$ cat src/rtl/bias_loader_if.sv
// Bias loader bus: the byte stream that feeds the loader (s_*) and the
// bias memory write port that it drives (wr_*).
// The loader uses the slave modport. The host/config stream and the bias
// memory use the master modport.
interface bias_loader_if;
  logic       s_valid;
  logic [7:0] s_data;
  logic       s_ready;
  logic       wr_en;
  logic [5:0] wr_addr;
  logic [7:0] wr_data;

  modport master (
    output s_valid, s_data,
    input  s_ready, wr_en, wr_addr, wr_data
  );

  modport slave (
    input  s_valid, s_data,
    output s_ready, wr_en, wr_addr, wr_data
  );
endinterface

$ cat src/rtl/bias_loader.sv
// Bias memory writer.
// Accepts signed 8-bit bias bytes over a valid/ready stream. Each accepted
// byte becomes one registered write to the bias memory at address
// {layer[1:0], neuron[3:0]}. Biases are written in layer/neuron order.
// Each start pulse runs one load.
// Optional feature: macro BIAS_LOADER_CKSUM_EN. After the last bias, one
// extra byte is taken and compared with the mod-256 sum of all the biases.
// A mismatch sets cksum_err. The checksum byte is never written to memory.
module bias_loader #(
  parameter int NUM_LAYERS = 3,
  parameter int NEURONS_L0 = 2,
  parameter int NEURONS_L1 = 2,
  parameter int NEURONS_L2 = 1,
  parameter int NEURONS_L3 = 1
) (
  input  logic            clk,
  input  logic            rst_n,
  input  logic            start,
  input  logic            abort,
  bias_loader_if.slave    bus,
  output logic            busy,
  output logic            done,
  output logic            cksum_err
);

  typedef enum logic [1:0] {
    S_IDLE  = 2'd0,
    S_LOAD  = 2'd1,
    S_DONE  = 2'd2
`ifdef BIAS_LOADER_CKSUM_EN
    , S_CKSUM = 2'd3
`endif
  } state_t;

  localparam logic [1:0] LAST_LAYER = 2'(NUM_LAYERS - 1);

  state_t     state, state_next;
  logic [1:0] layer;
  logic [3:0] neuron;
  logic       accept;
  logic       last_bias;

  // Index of the last neuron in a given layer.
  function automatic logic [3:0] last_neuron(input logic [1:0] l);
    logic [3:0] n;
    n = 4'(NEURONS_L0 - 1);
    case (l)
      2'd1:    n = 4'(NEURONS_L1 - 1);
      2'd2:    n = 4'(NEURONS_L2 - 1);
      2'd3:    n = 4'(NEURONS_L3 - 1);
      default: n = 4'(NEURONS_L0 - 1);
    endcase
    return n;
  endfunction

  assign accept    = bus.s_valid && bus.s_ready;
  assign last_bias = (layer == LAST_LAYER) && (neuron == last_neuron(layer));

  // State register.
  // NOTE: sequential state is updated with non-blocking assignments only. Every
  // flop then samples values from before the edge, whatever the order the
  // blocks run in.
  always_ff @(posedge clk or negedge rst_n) begin
    if (!rst_n) state <= S_IDLE;
    else        state <= state_next;
  end

  // Next-state logic. Abort wins over an accept in the same cycle.
  // NOTE: state_next gets a default before the case. Every path then assigns
  // it, so no latch is inferred.
  always_comb begin
    state_next = state;
    case (state)
      S_IDLE: if (start) state_next = S_LOAD;
      S_LOAD: begin
        if (abort) state_next = S_IDLE;
        else if (accept && last_bias)
`ifdef BIAS_LOADER_CKSUM_EN
          state_next = S_CKSUM;
`else
          state_next = S_DONE;
`endif
      end
`ifdef BIAS_LOADER_CKSUM_EN
      S_CKSUM: begin
        if (abort)       state_next = S_IDLE;
        else if (accept) state_next = S_DONE;
      end
`endif
      S_DONE:  state_next = S_IDLE;
      default: state_next = S_IDLE;
    endcase
  end

  // Moore outputs decoded from the state alone. s_ready does not look at
  // s_valid.
  always_comb begin
    bus.s_ready = 1'b0;
    busy        = 1'b0;
    done        = 1'b0;
    case (state)
      S_LOAD:  begin bus.s_ready = 1'b1; busy = 1'b1; end
`ifdef BIAS_LOADER_CKSUM_EN
      S_CKSUM: begin bus.s_ready = 1'b1; busy = 1'b1; end
`endif
      S_DONE:  done = 1'b1;
      default: ;
    endcase
  end

  // Datapath: layer/neuron cursor and the registered write port.
  // The write strobe is high only in the cycle after an accepted byte.
  always_ff @(posedge clk or negedge rst_n) begin
    if (!rst_n) begin
      layer       <= 2'd0;
      neuron      <= 4'd0;
      bus.wr_en   <= 1'b0;
      bus.wr_addr <= 6'd0;
      bus.wr_data <= 8'd0;
    end else begin
      bus.wr_en <= 1'b0;
      if (state == S_IDLE && start) begin
        layer  <= 2'd0;
        neuron <= 4'd0;
      end
      if (state == S_LOAD && accept && !abort) begin
        bus.wr_en   <= 1'b1;
        bus.wr_addr <= {layer, neuron};
        bus.wr_data <= bus.s_data;
        if (neuron == last_neuron(layer)) begin
          neuron <= 4'd0;
          layer  <= layer + 2'd1;
        end else begin
          neuron <= neuron + 4'd1;
        end
      end
    end
  end

`ifdef BIAS_LOADER_CKSUM_EN
  logic [7:0] sum;

  // Running mod-256 sum of the written biases, and the sticky mismatch flag.
  // Both are cleared by start.
  always_ff @(posedge clk or negedge rst_n) begin
    if (!rst_n) begin
      sum       <= 8'd0;
      cksum_err <= 1'b0;
    end else begin
      if (state == S_IDLE && start) begin
        sum       <= 8'd0;
        cksum_err <= 1'b0;
      end
      if (state == S_LOAD && accept && !abort)
        sum <= sum + bus.s_data;
      if (state == S_CKSUM && accept && !abort && bus.s_data != sum)
        cksum_err <= 1'b1;
    end
  end
`else
  assign cksum_err = 1'b0;
`endif

endmodule

$ cat src/flat_wrapper.sv
// flat-port wrapper written by rule: the top's interface ports become plain ports
module bias_loader_flat 
#(
  parameter int NUM_LAYERS = 3,
  parameter int NEURONS_L0 = 2,
  parameter int NEURONS_L1 = 2,
  parameter int NEURONS_L2 = 1,
  parameter int NEURONS_L3 = 1
)
  (clk, rst_n, start, abort, busy, done, cksum_err, bus_s_valid, bus_s_data, bus_s_ready, bus_wr_en, bus_wr_addr, bus_wr_data);
  bias_loader_if bus_i ();
  input  logic clk;
  input  logic rst_n;
  input  logic start;
  input  logic abort;
  output logic busy;
  output logic done;
  output logic cksum_err;
  input wire logic [$bits(bus_i.s_valid)-1:0] bus_s_valid;
  input wire logic [$bits(bus_i.s_data)-1:0] bus_s_data;
  output wire logic [$bits(bus_i.s_ready)-1:0] bus_s_ready;
  output wire logic [$bits(bus_i.wr_en)-1:0] bus_wr_en;
  output wire logic [$bits(bus_i.wr_addr)-1:0] bus_wr_addr;
  output wire logic [$bits(bus_i.wr_data)-1:0] bus_wr_data;
  assign bus_i.s_valid = bus_s_valid;
  assign bus_i.s_data = bus_s_data;
  assign bus_s_ready = bus_i.s_ready;
  assign bus_wr_en = bus_i.wr_en;
  assign bus_wr_addr = bus_i.wr_addr;
  assign bus_wr_data = bus_i.wr_data;
  bias_loader #(.NUM_LAYERS(NUM_LAYERS), .NEURONS_L0(NEURONS_L0), .NEURONS_L1(NEURONS_L1), .NEURONS_L2(NEURONS_L2), .NEURONS_L3(NEURONS_L3)) u_core (.clk(clk), .rst_n(rst_n), .start(start), .abort(abort), .bus(bus_i), .busy(busy), .done(done), .cksum_err(cksum_err));
endmodule
$ cat config.mk
export PLATFORM = sky130hd
export DESIGN_NAME = bias_loader_flat
export DESIGN_NICKNAME = d
export VERILOG_FILES = /design/src/rtl/bias_loader_if.sv /design/src/rtl/bias_loader.sv /design/src/flat_wrapper.sv
export SDC_FILE = /design/constraint.sdc
export NUM_CORES = 1
export LEC_CHECK = 0
export ABC_AREA = 0
export CAP_MARGIN = 20
export CORE_MARGIN = 1.5
export CORE_UTILIZATION = 45
export DETAILED_ROUTE_END_ITERATION = 6
export PLACE_DENSITY_LB_ADDON = 0.12
export SYNTH_ARGS = -nofsm -noshare
export SYNTH_HDL_FRONTEND = slang
export SYNTH_SLANG_ARGS = --single-unit
export TNS_END_PERCENT = 1
$ cat constraint.sdc
create_clock -name clk -period 1.9 [get_ports clk]
set_input_delay 0.285 -clock clk [delete_from_list [all_inputs] [get_ports clk]]
set_output_delay 0.285 -clock clk [all_outputs]
set_load 0.02 [all_outputs]
# Yosys cells after proc, flatten, opt, wreduce, memory -nomap -nowiden
# Index checks and enable logic that the tools add are counted.
[totals]
in_bits = 13
output_inout_bits = 19
wordCells = 42
ff_bits = 23
[classes]
n_reduce_logical = 11
add_sub_neg = 2
muxes = 15
n_eq_ne = 8
[op_table]
columns = ["operator", "count"]
rows = [
  ["two-way mux 4 bit", 4],
  ["two-way mux 2 bit", 6],
  ["== test 2 bit (second input constant)", 3],
  ["logical AND 1 bit", 6],
  ["adder 4 x 1 -> 4 bit (second input constant)", 1],
  ["== test 4 x 1 -> 1 bit", 1],
  ["== test 4 bit", 1],
  ["two-way mux 1 bit", 4],
  ["one-hot mux 2 bit (2 select lines)", 1],
  ["inequality test 3 x 2 -> 1 bit (second input constant)", 1],
  ["adder 2 x 1 -> 2 bit (second input constant)", 1],
  ["== test 2 x 1 -> 1 bit (second input constant)", 1],
  ["zero test 2 bit", 1],
  ["inequality test 2 bit (second input constant)", 1],
  ["AND reduction 2 bit", 1],
  ["nonzero test 2 bit", 1],
  ["OR reduction 2 bit", 1],
  ["zero test 1 bit", 1],
]

# Depth between registers and ports, before layout
# Gate-level depths: netlist of the first run.
[logic_depth]
ltp_word = 9
ltp_mapped = 5
ltp_nobuf = 5

# Worst setup path before layout of the first run
# No wires, ideal clock.
[synth_timing]
path_kind = "register to register"
start = "reg u_core.layer[0]"
end = "reg u_core.layer[0]"
path_buffers = 0
arrival_ns = 1.523
path_stages_with_launch = 6
slack_ns = 0.298
required_ns = 1.821
setup_time_ns = 0.079
synth_period_minus_slack_ns = 1.602
cell_sequence = "dfrtp_1 -> inv_1 -> ha_1 -> or3b_4 -> a211oi_4 -> mux2i_1"
[synth_via]
elab_chain_cells = 7
elab_cells_between_ends = 10
classes_between = "add/sub: 1; eq/ne: 3; mux: 5; reduce/logical: 1"
[synth_lines]
columns = ["element", "line", "rtl"]
rows = [
  ["start, declared", "bias_loader.sv:38", "logic [1:0] layer;"],
  ["start signal, assigned", "bias_loader.sv:132", "layer <= layer + 2'd1;"],
  ["== test 2 bit", "bias_loader.sv:47", "case (l)"],
  ["OR reduction 2 bit (no source line)", "--", ""],
  ["two-way mux 1 bit", "bias_loader.sv:47", ""],
  ["two-way mux 4 bit", "bias_loader.sv:126", "if (state == S_LOAD && accept && !abort) begin"],
  ["== test 4 bit", "bias_loader.sv:130", "if (neuron == last_neuron(layer)) begin"],
  ["two-way mux 2 bit", "bias_loader.sv:130", ""],
  ["two-way mux 2 bit *", "bias_loader.sv:126", ""],
]
# Every way passes the cells marked *; elsewhere a longest branch is shown, timed or not. The select of a mux whose other input is x is not followed.
# A chain may end at the register's enable or synchronous reset.

# Final worst setup path of the first run
[layout_timing]
start = "reg u_core.state[0]"
end = "out done"
[layout_via]
elab_chain_cells = 2
[layout_lines]
columns = ["element", "line", "rtl"]
rows = [
  ["start, declared", "bias_loader.sv:37", "state_t state, state_next;"],
  ["start signal, assigned", "bias_loader.sv:65", "else state <= state_next;"],
  ["== test 2 bit", "bias_loader.sv:101", "case (state)"],
  ["two-way mux 1 bit", "bias_loader.sv:101", ""],
  ["end, declared", "flat_wrapper.sv:17", "output logic done;"],
]
# Every way passes these cells.

==> results of run 1 <==
## stage by stage
| step | worst slack, ps | power [W] | hold slack, ps | instance area (um^2) |
|---|---|---|---|---|
| after global placement | 160 | 0.00107 | 486 | 1360 |
| final | 157 | 0.00129 | 317 | 1390 |
| after global routing | 52.8 | 0.00136 | 311 | 1390 |
| after CTS | 22.6 | 0.00131 | 320 | 1390 |
| after floorplan | 298 | 0.000871 | -10.6 | 1030 |
| after detailed placement | 134 | 0.00108 | 496 | 1360 |
## worst max-delay path, cell delays in order, from the launching register on
cell and delay, ps:
dfrtp_1 430, nor2b_1 110, clkdlybuf4s50_1 600
## logic make-up (layout without fill, tap and decap cells)
group	Yosys count	after routing
AO/OA/AOI/OAI	9	9
XOR/XNOR	1	1
adder cells (fa/ha/maj)	3	3
buffers and inverters	7	40
flip-flops	23	23
multiplexers	17	17
other	1	1
AND/OR/NAND/NOR	15	15
## cell usage in the layout (no fill, tap or decap), drive strengths merged
cell	netlist	final
or3b	2	2
clkdlybuf4s50	0	28
ha	3	3
clkbuf	0	4
a41oi	1	1
or3	1	1
dlymetal6s2s	0	2
o21bai	1	1
a21oi	2	2
buf	4	3
inv	3	3
a211oi	1	1
a22o	1	1
xnor2	1	1
nor2b	2	2
nand3b	1	1
nand2	3	3
mux2i	3	3
conb	1	1
nand3	2	2
o31ai	1	1
nor3b	1	1
nand4bb	1	1
and3	1	1
mux2	14	14
nor2	1	1
o2bb2ai	2	2
dfrtp	23	23
## report_power, final
part           total, W  internal (W)  leakage (nW)  switching, W
Clock          0.000221     0.0000819        0.0150      0.000139
Combinational  0.000441      0.000238         0.328      0.000203
Sequential     0.000624      0.000572         0.299     0.0000521
## metal layers
| metal | routed length (um) | vias up | part of all wire |
|---|---|---|---|
| li1 | - | 336 | - |
| met1 | 833 | 345 | 0.46 |
| met2 | 821 | 22 | 0.45 |
| met3 | 107 | 5 | 0.059 |
| met4 | 44 | 0 | 0.024 |
| met5 | 0 | - | 0 |
## cells in the mapped netlist, types with 2 or more instances
library cell | count | area, um^2
dfrtp_1 | 23 | 576
mux2_2 | 14 | 158
ha_1 | 3 | 37.5
inv_1 | 3 | 11.3
mux2i_1 | 3 | 30.0
nand2_1 | 3 | 11.3
buf_2 | 2 | 10.0
buf_4 | 2 | 15.0
nand3_1 | 2 | 10.0
nor2b_1 | 2 | 12.5
o2bb2ai_1 | 2 | 17.5
## worst min path at each step
stage | start | to | slack, ps | cells past startpoint
after floorplan | rst_n | u_core.bus.wr_addr[0]$_DFFE_PN0P_ | -10 | 0
after global placement | u_core.bus.wr_addr[5]$_DFFE_PN0P_ | u_core.bus.wr_addr[5]$_DFFE_PN0P_ | 490 | 1
after detailed placement | u_core.bus.wr_data[6]$_DFFE_PN0P_ | u_core.bus.wr_data[6]$_DFFE_PN0P_ | 500 | 1
after CTS | rst_n | u_core.bus.wr_addr[5]$_DFFE_PN0P_ | 320 | 2
after global routing | rst_n | u_core.layer[1]$_DFF_PN0_ | 310 | 2
final | rst_n | u_core.bus.wr_addr[0]$_DFFE_PN0P_ | 320 | 2
## cell type report
class / instances / area share
Tap cell: 28 / 0.0251
Multi-Input combinational cell: 46 / 0.300
Timing Repair Buffer: 33 / 0.235
Sequential cell: 23 / 0.413
Inverter: 3 / 0.00808
Clock buffer: 4 / 0.0189
## sequential cells by signal (all words and copies together) (netlist names)
| signal | flops |
|---|---|
| u_core.bus.wr_en | 1 |
| u_core.bus.wr_data | 8 |
| u_core.bus.wr_addr | 6 |
| u_core.state | 2 |
| u_core.layer | 2 |
| u_core.neuron | 4 |
==> flow_metrics.env, run 1 <==
export IMPL_synth_fa_ha_area_frac=0.0365
export IMPL_reg2reg_from="u_core.layer[0]$_DFF_PN0_"
export IMPL_grt_pass1_vias=662
export IMPL_start_util=0.470
export IMPL_post_drt_wl_per_cell_um=13.2
export IMPL_reg2reg_slack_ps=180
export IMPL_vdd_ir_drop_worst_mv=0.527
export IMPL_multiInputGateArea_um2=418
export IMPL_fin_crit_sh=0.917
export IMPL_synth_enable_flop_cells=0
export IMPL_area_growth_pct=35.4
export IMPL_post_cts_resized=0
export IMPL_finalSetupViolations=0
export IMPL_grt_busiest_layer="met2"
export IMPL_clk_path_buf_depth=2
export IMPL_dr_first_iter_drc_count=6
export IMPL_routed_wl_um=1810
export IMPL_antenna_left=0
export IMPL_slew_viol_final=0
export IMPL_synthMuxAreaShare=0.182
export IMPL_postCtsHoldBufs=0
export IMPL_max_freq_ghz=0.574
export IMPL_placed_cells_incl_taps=133
export IMPL_syn_area_per_cell_um2=13.5
export IMPL_row_count=17
export IMPL_cp_required_ps=1620
export IMPL_core_area_um2=2190
export IMPL_endpoint="done"
export IMPL_drive_above_1_share=0.220
export IMPL_setup_tns_ps=0
export IMPL_via_per_inst=5.17
export IMPL_min_period_ps=1740
export IMPL_synthCells=76
export IMPL_overflow=0
export IMPL_place_gp_congestion=0.751
export IMPL_rr_worst_depth=5
export IMPL_hold_class="input port to asynchronous set/reset pin"
export IMPL_h_tree_depth=1
export IMPL_synth_seq_cells=23
export IMPL_antenna_found_initial=0
export IMPL_fin_skew_ps=10.4
export IMPL_cts_root_buf="clkbuf_4"
export IMPL_r2r_end="u_core.layer[1]$_DFF_PN0_"
export IMPL_hold_viol_final=0
export IMPL_diodes=0
export IMPL_use_met1=0.215
export IMPL_drc=0
export IMPL_rsz0062_at_grt="false"
export IMPL_max_cap_viol_count=0
export IMPL_cts_tree="built"
export IMPL_worst_setup_path_end_kind="output port"
export IMPL_hpwl_um=1320
export IMPL_use_met3=0.0322
export IMPL_grt_max_degree=24
export IMPL_vias=708
export IMPL_synth_net_count=92
export IMPL_insertion_delay_ps=310
export IMPL_met2_usage=0.243
export IMPL_fin_util=0.636
export IMPL_grt_pass1_wl_um=3010
export IMPL_io_buffers=30
export IMPL_post_cts_setup_buffers=0
export IMPL_synth_xor_area_frac=0.00851
export IMPL_dr_pass1_iters=4
export IMPL_synth_compound_area_frac=0.0814
export IMPL_dieWidth_um=50.8
export IMPL_yosys_area_share_simple=0.0936
export IMPL_syn_area_um2=1030
export IMPL_crit_start="u_core.state[0]$_DFFE_PN0P_"
export IMPL_regArea_um2=576
export IMPL_synth_seq_area_share=0.559
export IMPL_crit_arrival_ps=1460
export IMPL_synth_top_family_by_area="multiplexers"
export IMPL_yosysWarnings=0
export IMPL_nets=126
export IMPL_clock_sinks=23
export IMPL_die_y_um=50.8
export IMPL_die_area_um2=2580
export IMPL_status="completed"
export IMPL_grt_usage=0.161
export IMPL_numCtsBuffers=3
export IMPL_path_class="register to output port"
export IMPL_clkTransAtPathRegs_ps=120
export IMPL_boundaryPins=32
export IMPL_cp_max_fo=5
export IMPL_async_flop_share=1.00
export IMPL_final_cells=137
export IMPL_power_density_nw_per_um2=922
export IMPL_p_leak_nw=0.642
export IMPL_synth_ff_type="dfrtp_1"
export IMPL_ys_types=28
export IMPL_fillers=180
export IMPL_worst_setup_path_start_kind="register"
Power figures use the tool's default switching activity.
==> run 2, diff against run 1 <==
Settings changed: SLEW_MARGIN set to 5.
==> results of run 2 <==
Same layout as run 1: the final DEF is identical, and so are final timing and power.
